==> src/rtl/video_timing_pkg.sv <==
// Shared types, standard mode timings and helpers for the video_timing generator.
package video_timing_pkg;

  // 1280x720@60 (1650x750 total, positive syncs)
  localparam int unsigned HD_H_ACTIVE = 1280;
  localparam int unsigned HD_H_FP     = 110;
  localparam int unsigned HD_H_SYNC   = 40;
  localparam int unsigned HD_H_BP     = 220;
  localparam int unsigned HD_V_ACTIVE = 720;
  localparam int unsigned HD_V_FP     = 5;
  localparam int unsigned HD_V_SYNC   = 5;
  localparam int unsigned HD_V_BP     = 20;
  localparam logic        HD_H_POL    = 1'b1;
  localparam logic        HD_V_POL    = 1'b1;

  // 640x480@60 (800x525 total, negative syncs)
  localparam int unsigned VGA_H_ACTIVE = 640;
  localparam int unsigned VGA_H_FP     = 16;
  localparam int unsigned VGA_H_SYNC   = 96;
  localparam int unsigned VGA_H_BP     = 48;
  localparam int unsigned VGA_V_ACTIVE = 480;
  localparam int unsigned VGA_V_FP     = 10;
  localparam int unsigned VGA_V_SYNC   = 2;
  localparam int unsigned VGA_V_BP     = 33;
  localparam logic        VGA_H_POL    = 1'b0;
  localparam logic        VGA_V_POL    = 1'b0;

  typedef struct packed {
    logic [15:0] x;
    logic [15:0] y;
    logic        de;
    logic        h_sync;
    logic        v_sync;
    logic        line_start;
    logic        frame_start;
  } video_timing_t;

  // Value a wrap_counter will hold after the coming edge.
  function automatic logic [15:0] count_after(input logic [15:0] cnt, input logic inc,
                                              input logic wrap);
    if (wrap)     return '0;
    else if (inc) return cnt + 16'd1;
    else          return cnt;
  endfunction

  // True when start <= v < start + len.
  function automatic logic in_window(input logic [15:0] v, input int unsigned start,
                                     input int unsigned len);
    return (32'(v) >= start) && (32'(v) < start + len);
  endfunction

endpackage

==> src/rtl/video_timing_wrap_counter.sv <==
// Modulo-(MAX+1) counter; resets to MAX so the first increment lands on 0.
module wrap_counter #(
  parameter int unsigned     WIDTH = 16,
  parameter logic [WIDTH-1:0] MAX  = '1
) (
  input  logic             i_clk,
  input  logic             i_rst_n,
  input  logic             i_inc,
  output logic [WIDTH-1:0] o_cnt,
  output logic             o_wrap
);

  logic [WIDTH-1:0] cnt_q;
  logic [WIDTH-1:0] cnt_d;

  assign o_wrap = i_inc && (cnt_q == MAX);
  assign o_cnt  = cnt_q;

  // Next count: hold, increment, or return to zero after MAX.
  always_comb begin
    cnt_d = cnt_q;
    if (o_wrap)     cnt_d = '0;
    else if (i_inc) cnt_d = cnt_q + WIDTH'(1);
  end

  // Count register.
  always_ff @(posedge i_clk or negedge i_rst_n) begin
    if (!i_rst_n) cnt_q <= MAX;
    else          cnt_q <= cnt_d;
  end

endmodule

==> src/rtl/video_timing.sv <==
// Free-running raster timing generator feeding gfx and the display encoder.
// Optional: define VIDEO_TIMING_FRAME_CNT_EN to add the o_frame_cnt output.
module video_timing
  import video_timing_pkg::*;
#(
  parameter int unsigned H_ACTIVE = 1280,
  parameter int unsigned H_FP     = 110,
  parameter int unsigned H_SYNC   = 40,
  parameter int unsigned H_BP     = 220,
  parameter int unsigned V_ACTIVE = 720,
  parameter int unsigned V_FP     = 5,
  parameter int unsigned V_SYNC   = 5,
  parameter int unsigned V_BP     = 20,
  parameter logic        H_POL    = 1'b1,
  parameter logic        V_POL    = 1'b1
) (
  input  logic        i_clk,
  input  logic        i_rst_n,
  output logic [15:0] o_x,
  output logic [15:0] o_y,
  output logic        o_de,
  output logic        o_h_sync,
  output logic        o_v_sync,
  output logic        o_line_start,
  output logic        o_frame_start
`ifdef VIDEO_TIMING_FRAME_CNT_EN
  , output logic [15:0] o_frame_cnt
`endif
);

  localparam int unsigned H_TOTAL = H_ACTIVE + H_FP + H_SYNC + H_BP;
  localparam int unsigned V_TOTAL = V_ACTIVE + V_FP + V_SYNC + V_BP;

  if (H_TOTAL > 65536 || V_TOTAL > 65536) begin : g_bad_total
    $error("video_timing: H_TOTAL and V_TOTAL must not exceed 65536");
  end
  if (H_SYNC < 1 || V_SYNC < 1) begin : g_bad_sync
    $error("video_timing: H_SYNC and V_SYNC must be at least 1");
  end

  logic [15:0]   h_cnt;
  logic [15:0]   v_cnt;
  logic          h_wrap;
  logic          v_wrap;
  logic [15:0]   h_nxt;
  logic [15:0]   v_nxt;
  video_timing_t vt_q;
  video_timing_t vt_d;

  wrap_counter #(.WIDTH(16), .MAX(16'(H_TOTAL - 1))) u_h_cnt (
    .i_clk   (i_clk),
    .i_rst_n (i_rst_n),
    .i_inc   (1'b1),
    .o_cnt   (h_cnt),
    .o_wrap  (h_wrap)
  );

  wrap_counter #(.WIDTH(16), .MAX(16'(V_TOTAL - 1))) u_v_cnt (
    .i_clk   (i_clk),
    .i_rst_n (i_rst_n),
    .i_inc   (h_wrap),
    .o_cnt   (v_cnt),
    .o_wrap  (v_wrap)
  );

  // Outputs are decoded from the counters' upcoming values so the first edge
  // after reset release already presents pixel (0,0); v_nxt only moves when
  // h wraps, which keeps v_sync edges at x == 0.
  assign h_nxt = count_after(h_cnt, 1'b1, h_wrap);
  assign v_nxt = count_after(v_cnt, h_wrap, v_wrap);

  // Decode one pixel's worth of timing signals.
  always_comb begin
    vt_d             = '0;
    vt_d.x           = h_nxt;
    vt_d.y           = v_nxt;
    vt_d.de          = (32'(h_nxt) < H_ACTIVE) && (32'(v_nxt) < V_ACTIVE);
    vt_d.h_sync      = in_window(h_nxt, H_ACTIVE + H_FP, H_SYNC) ? H_POL : ~H_POL;
    vt_d.v_sync      = in_window(v_nxt, V_ACTIVE + V_FP, V_SYNC) ? V_POL : ~V_POL;
    vt_d.line_start  = (h_nxt == '0);
    vt_d.frame_start = (h_nxt == '0) && (v_nxt == '0);
  end

  // Output register; syncs rest at their inactive level in reset.
  always_ff @(posedge i_clk or negedge i_rst_n) begin
    if (!i_rst_n) begin
      vt_q        <= '0;
      vt_q.h_sync <= ~H_POL;
      vt_q.v_sync <= ~V_POL;
    end else begin
      vt_q        <= vt_d;
    end
  end

  assign o_x           = vt_q.x;
  assign o_y           = vt_q.y;
  assign o_de          = vt_q.de;
  assign o_h_sync      = vt_q.h_sync;
  assign o_v_sync      = vt_q.v_sync;
  assign o_line_start  = vt_q.line_start;
  assign o_frame_start = vt_q.frame_start;

`ifdef VIDEO_TIMING_FRAME_CNT_EN
  logic [15:0] frame_cnt_q;

  // Frame counter steps on the same edge that raises o_frame_start.
  always_ff @(posedge i_clk or negedge i_rst_n) begin
    if (!i_rst_n)              frame_cnt_q <= '0;
    else if (vt_d.frame_start) frame_cnt_q <= frame_cnt_q + 16'd1;
  end

  assign o_frame_cnt = frame_cnt_q;
`endif

endmodule
==> config.mk <==
export PLATFORM = sky130hd
export DESIGN_NAME = video_timing
export DESIGN_NICKNAME = d
export VERILOG_FILES = /design/src/rtl/video_timing_pkg.sv /design/src/rtl/video_timing_wrap_counter.sv /design/src/rtl/video_timing.sv
export SDC_FILE = /design/constraint.sdc
export NUM_CORES = 1
export LEC_CHECK = 0
export ABC_AREA = 1
export BUFFER_PORTS_ARGS = -buffer_cell sky130_fd_sc_hd__buf_2
export CAP_MARGIN = 20
export CORE_MARGIN = 4
export CORE_UTILIZATION = 30
export DETAILED_ROUTE_END_ITERATION = 16
export SYNTH_ARGS = -nofsm -noshare
export SYNTH_HDL_FRONTEND = slang
export SYNTH_SLANG_ARGS = --single-unit
export TNS_END_PERCENT = 20
==> constraint.sdc <==
create_clock -name i_clk -period 2.2 [get_ports i_clk]
set_input_delay 0.11 -clock i_clk [delete_from_list [all_inputs] [get_ports i_clk]]
set_output_delay 0.11 -clock i_clk [all_outputs]
set_load 0.1 [all_outputs]
==> metrics.md, run 1 <==
| Metric | Value |
|---|---|
| Outcome | `completed` |
| Post-DP HPWL | `7420 um` |
| Buffers from clock root to sink, at most | `2` |
| Area after DPL | `0.00389 mm2` |
| Share of cells above drive strength 1 | `0.239` |
| Initial core utilization | `0.312` |
| Die boundary width | `around 120 um` |
| Root buf cell | `clkbuf_16` |
| Slew margin rel. | `0.670` |
| Drt wl/cell | `roughly 13 um` |
| Syn Std Cell Area | `0.00344 mm2` |
| Most used cell, CP | `nand2_1` |
| Crit path largest cell delay | `0.61 ns` |
| Arr. time, crit path | `2.33 ns` |
| Mapped Avg Cell Area | `about 6.4 um2` |
| P&R area growth vs syn | `23.9%` |
| # IOs | `39` |
| Crit start category | `register` |
| Drt initial violations | `134` |
| Inserted Diodes | `0` |
| Final wirelength | `9550 um` |
| Syn Inst Count | `between 500 and 600` |
| CTS tree | `done` |
| Slew Viols, Final | `0` |
| Critical Setup Path Class | `register to register` |
| Via count | `3445` |
| Final worst setup slack | `0.0989 ns` |
| Max_cap viols | `0` |
| Port Buffers | `38` |
| Commonest non-fill, non-tap cell in the layout | `nand2_1` |
| Critical Path End Type | `register` |
| Most frequent cells in the layout | `183 x nand2_1, 85 x nor2_1, 70 x inv_1, 43 x nand3_1, 38 x buf_2` |
| Post-route clock skew | `between 0.005 and 0.006 ns` |
| Post-synthesis sequential area ratio | `0.368` |
| Max VDD drop | `approximately 0.00027 V` |
| Vias per cell | `about 4.7` |
| Hold/Removal Path Class | `input port to asynchronous set/reset pin` |
| Minimum clock period | `2.10 ns` |
| Finished Cell Area | `0.00426 mm2` |
| Antenna violations before repair | `0` |
| Wire length on met1 | `4180 um` |
| Fillers | `approximately 1200` |
| Syn. warnings | `0` |
| Setup TNS | `0 ns` |
| Core box area | `0.0110 mm2` |
| Worst-Margin Slew | `0.498 ns` |
| Sink Count | `50` |
| Die height | `115 um` |
| Fmax | `between 400 and 500 MHz` |
| Final Cycle Share | `0.955` |
| Wire length on met2 | `between 4000 and 5000 um` |
| Crit path required time | `2.43 ns` |
| Final-report hold violation count | `0` |
| Clock transition at the registers of the reported paths | `0.07 ns` |
| Final #Nets | `603` |
| PD cells | `411 mW/mm2` |
| Vias in the first global route | `3240` |
| Crit-path cells | `ha_4, nand3_1, nor2_4, nand2_4, buf_4, nand2_1, nand2_1, nand2_2, nand4_1, nor2_2, nand2_1, nor2_1` |
| Worst-path fanout max | `10` |
| FF+latch area | `about 0.0013 mm2` |
| Worst-skew pair later-pin latency | `0.30 ns` |
| Remaining DRCs | `0` |
| Drt pass-1 iters | `5` |
| Largest net degree at the start of global routing | `51` |
| Lkg Pwr | `between 0.002 and 0.0025 uW` |
| Area of the multi-input gates | `~0.0018 mm2` |
| Final Wtd Congestion | `roughly 0.95` |
| Overall routing resource usage | `0.146` |
| Worst slack at placement | `-0.0311 ns` |
| Die area | `approximately 0.013 mm2` |
| CTS buffer count | `5` |
| Cell variety after synth | `27` |
| Rows | `38` |
| Wire length of the first global-routing pass | `~16000 um` |
| WL met3 | `540 um` |
| R2r setup slk | `0.1 ns` |
| Setup violations, final | `0` |
| Synthesized flop and latch total | `50` |
| Max layer used | `met4` |
| Routed Antenna Nets | `0` |
| H-tree depth | `2` |
| Post-Syn Nets | `543` |
| GRT overflow | `0` |
| Slowest cell on the critical path | `dfstp_2` |
## through the flow
step | cells | hold WS [ns] | total power (uW) | utilization
finish | 738 | 0.337 | 1750 | 0.386
global route | 738 | 0.390 | 1830 | 0.386
CTS | 731 | 0.355 | 1790 | 0.368
detailed placement | 722 | 0.122 | 961 | 0.352
global placement | 722 | 0.118 | 960 | 0.352
floorplan | 537 | -0.186 | 937 | -
## path summary, 6_finish.rpt
kind	from	to	cells after the start
max	u_h_cnt.o_cnt[0]$_DFF_PN1_	o_frame_start$_DFF_PN0_	12
min	i_rst_n	o_x[6]$_DFF_PN0_	3
max reg2reg	u_h_cnt.o_cnt[0]$_DFF_PN1_	o_frame_start$_DFF_PN0_	12
min reg2reg	o_y[15]$_DFF_PN0_	o_y[15]$_DFF_PN0_	2
max in group asynchronous	i_rst_n	u_v_cnt.o_cnt[2]$_DFF_PN1_	3
min in group i_clk	o_y[15]$_DFF_PN0_	o_y[15]$_DFF_PN0_	2
## synth_stat cells, drive strengths merged
cell	number	share of area
a21oi	5	0.0084
buf	25	0.057
dfrtp	37	0.27
dfstp	13	0.099
ha	4	0.015
inv	75	0.082
nand2	195	0.22
nand3	47	0.070
nand3b	1	0.0022
nand4	16	0.029
nor2	104	0.12
nor3	2	0.0044
o21ai	7	0.010
o31ai	1	0.0022
xnor2	1	0.0025
xor2	4	0.010
## state kept, by name, indices dropped and copies added (netlist names)
signal	cells
u_h_cnt.o_cnt	15
o_x	7
o_frame_start	1
u_v_cnt.o_cnt	15
o_line_start	1
o_de	1
o_h_sync	1
o_y	8
o_v_sync	1
## critical path: cells and delay by family (launching register included)
| family | cells | cell delay, ns |
|---|---|---|
| adders and majority gates | 1 | 0.18 |
| buffers and inverters | 1 | 0.17 |
| DFF | 1 | 0.61 |
| and+or+nand+nor | 10 | 1.07 |
## area by class of cell
class	instances	share of cell area
Inverter	75	0.0661
Multi-Input combinational cell	387	0.423
Timing Repair Buffer	78	0.136
Clock inverter	2	0.00382
Sequential cell	50	0.297
Tap cell	140	0.0411
Clock buffer	6	0.0326
## timing repair
action	CTS	global route
pin swaps	0	17
endpoints found under the setup margin	1	5
endpoints found under the hold margin	37	0
hold buffers	1	0
cloned	0	2
buffers inserted	0	5
resized for setup	3	33
## report_power, final
| group | switching (uW) | total (uW) | internal, uW |
|---|---|---|---|
| Clock | 349 | 806 | 457 |
| Combinational | 17.9 | 23.5 | 5.57 |
| Sequential | 0 | 920 | 920 |
| Total | 367 | 1750 | 1380 |
## cells by family after synthesis
logic type	count (synthesis)	share of synthesized area
and+or+nand+nor	365	0.445
buffers and inverters	100	0.139
DFF	50	0.368
AOI/OAI and AO/OA	13	0.0207
xor gates and xnor gates	5	0.0127
adders and majority gates	4	0.0145
## layer usage
layer | vias up | GRT usage
met5 | - | 0
met4 | 0 | 0.0344
met3 | 13 | 0.0274
met2 | 80 | 0.257
met1 | 1604 | 0.185
li1 | 1748 | -
No activity file was read; power rests on OpenSTA's default activity.
==> inputs of run 2 (changes only) <==
Settings changed: HOLD_SLACK_MARGIN from default to 0.12, SKIP_CTS_REPAIR_TIMING from default to 1.
Clock period 2.2 ns to 2.5 ns, I/O delays scaled along.
==> metrics.md, run 2 (synthesized netlist as in run 1, its figures left out) <==
| Metric | Value |
|---|---|
| Post-route clock skew | `0.00588 ns (+0.000790 ns)` |
| GRT overflow | `0 (unchanged)` |
| # IOs | `39 (unchanged)` |
| Lkg Pwr | `0.00215 uW (-8.7%)` |
| Antenna violations before repair | `0 (unchanged)` |
| Slowest cell on the critical path | `dfstp_2` |
| Vias per cell | `4.61 (-1.3%)` |
| Crit path required time | `2.73 ns (+0.30 ns)` |
| Most used cell, CP | `nand2_1` |
| Drt wl/cell | `12.9 um (-0.16%)` |
| Minimum clock period | `2.25 ns (+0.148 ns)` |
| Largest net degree at the start of global routing | `35 (-31%)` |
| Sequential share of power | `0.539 (+0.013)` |
| Via count | `3275 (-4.9%)` |
| R2r setup slk | `0.25 ns (+0.15 ns)` |
| Clock power share | `0.449 (-0.012)` |
| Remaining DRCs | `0 (unchanged)` |
| Commonest non-fill, non-tap cell in the layout | `nand2_1` |
| Most frequent cells in the layout | `190 x nand2_1, 96 x nor2_1, 72 x inv_1, 46 x nand3_1, 38 x buf_2` |
| Sink Count | `50 (unchanged)` |
| Final Wtd Congestion | `0.905 (-4.8%)` |
| Drt pass-1 iters | `5 (unchanged)` |
| P&R area growth vs syn | `12.0%` |
| Setup TNS | `0 ns (unchanged)` |
| Die height | `115 um (unchanged)` |
| Drt initial violations | `227 (+69%)` |
| Inserted Diodes | `0 (unchanged)` |
| Crit path largest cell delay | `0.57 ns (-0.04 ns)` |
| FF+latch area | `0.00127 mm2 (unchanged)` |
| Worst-path fanout max | `5 (-5)` |
| Final-report hold violation count | `0 (unchanged)` |
| PD cells | `389 mW/mm2 (-5.1%)` |
| Crit path buffers/inverters | `1 (unchanged)` |
| Sw Ratio | `0.211 (+0.00142)` |
| Die boundary width | `115 um (unchanged)` |
| Hold/Removal Path Class | `input port to asynchronous set/reset pin` |
| H-tree depth | `2 (unchanged)` |
| Area of the multi-input gates | `0.00170 mm2 (-5.8%)` |
| Fillers | `1232 (+3.1%)` |
| Routed Antenna Nets | `0 (unchanged)` |
| Overall routing resource usage | `0.143 (-0.00271)` |
| CTS buffer count | `5 (unchanged)` |
| Worst path top cell family by delay | `simple AND/OR/NAND/NOR gates` |
| Max_cap viols | `0 (unchanged)` |
| Arr. time, crit path | `2.48 ns (+0.15 ns)` |
| Cell internal pwr | `1180 uW (-14%)` |
| Wire length of the first global-routing pass | `15100 um (-2.7%)` |
| Crit-path cells | `ha_1, nand2_1, nor2_1, nand2_1, nor2_2, nand2_1, nand2_1, nand2_1, inv_1, nand2_1, nor2_1, nand2_1, nor2_1` |
| Final wirelength | `9190 um (-3.8%)` |
| Buffers from clock root to sink, at most | `2 (unchanged)` |
| Critical Setup Path Class | `register to register` |
| Fmax | `445 MHz (-6.6%)` |
| Slew Viols, Final | `0 (unchanged)` |
| Post-DP HPWL | `7240 um (-2.4%)` |
| Final Cycle Share | `0.900 (-0.0554)` |
| Slew margin rel. | `0.483 (-0.187)` |
| Max VDD drop | `0.000235 V (-13%)` |
| Initial core utilization | `0.312 (unchanged)` |
| Worst-Margin Slew | `0.775 ns (+0.277 ns)` |
| Clock transition at the registers of the reported paths | `0.07 ns (about the same)` |
| Crit start category | `register` |
| Core box area | `0.0110 mm2 (unchanged)` |
| Rows | `38 (unchanged)` |
| Die area | `0.0132 mm2 (unchanged)` |
| Share of cells above drive strength 1 | `0.156 (-0.0833)` |
| Setup violations, final | `0 (unchanged)` |
| RSZ-0062 raised after global routing | `false` |
| Worst-skew pair later-pin latency | `0.29 ns (about the same)` |
| Worst Hold Slack | `0.437 ns (+0.0995 ns)` |
| Psw | `317 uW (-14%)` |
| Root buf cell | `clkbuf_16` |
| Vias in the first global route | `3140 (-3.1%)` |
| Port Buffers | `38 (unchanged)` |
| Tot Pwr | `1500 uW (-14%)` |
| CTS tree | `done` |
| Outcome | `completed` |
| Final Util | `0.349 (-0.0369)` |
| Final #Nets | `576 (-4.5%)` |
| Logic pwr share | `0.012 (about the same)` |
| Critical Path End Type | `register` |
## run 2: cell types whose count changed in the layout (fill, tap and decap cells not counted), moves of 3 or more
| cell | change |
|---|---|
| nor2_1 | +11 |
| nand2_2 | -5 |
| nor2_2 | -10 |
| nand3_2 | -3 |
| nand3_1 | +3 |
| nand2_1 | +7 |
| buf_12 | -3 |
| buf_4 | -19 |
## run 2: metal layers
layer	up-vias	GRT usage	part of all wire
met5	-	0	0
met4	0	0.0438	0.016
met3	11	0.0242	0.054
met2	90	0.236	0.47
met1	1482	0.192	0.46
li1	1692	-	-
## run 2: area by class of cell
type	count	share of cell area
multi-input combinational	387	0.440
inverter	75	0.0730
sequential	50	0.329
clock buffer	6	0.0334
tap	140	0.0454
timing repair buffer	51	0.0753
clock inverter	2	0.00357
## run 2: metrics by stage
| stage | setup slack (ns) | cell area (um2) | std cells |
|---|---|---|---|
| final | 0.251 | 3850 | 711 |
| after global routing | 0.00896 | 3850 | 711 |
| after CTS | 0.133 | 3830 | 708 |
| after detailed placement | 0.149 | 3680 | 700 |
| after global placement | 0.151 | 3680 | 700 |
| after floorplan | 0.640 | 3440 | 537 |
## run 2: final timing paths
path,from,endpoint,depth (start not counted)
max,u_h_cnt.o_cnt[0]$_DFF_PN1_,o_frame_start$_DFF_PN0_,13
min,i_rst_n,o_x[6]$_DFF_PN0_,2
max reg2reg,u_h_cnt.o_cnt[0]$_DFF_PN1_,o_frame_start$_DFF_PN0_,13
min reg2reg,u_h_cnt.o_cnt[0]$_DFF_PN1_,u_h_cnt.o_cnt[0]$_DFF_PN1_,1
max in group asynchronous,i_rst_n,u_v_cnt.o_cnt[2]$_DFF_PN1_,3
min in group i_clk,u_h_cnt.o_cnt[0]$_DFF_PN1_,u_h_cnt.o_cnt[0]$_DFF_PN1_,1
## run 2: worst register-to-register path: stages, from the launching register on
cell and delay (ns):
dfstp_2 0.57, ha_1 0.22, nand2_1 0.07, nor2_1 0.12, nand2_1 0.09, nor2_2 0.20, nand2_1 0.20, nand2_1 0.16
nand2_1 0.09, inv_1 0.06, nand2_1 0.04, nor2_1 0.19, nand2_1 0.08, nor2_1 0.08
## run 2: power groups by stage
stage	Sequential (uW)	Combinational, uW	Clock [uW]
global placement	824	18.3	0
CTS	809	18.6	703
detailed placement	824	18.8	0
global route	809	22.2	729
finish	810	18.2	673
floorplan	825	0.00133	0
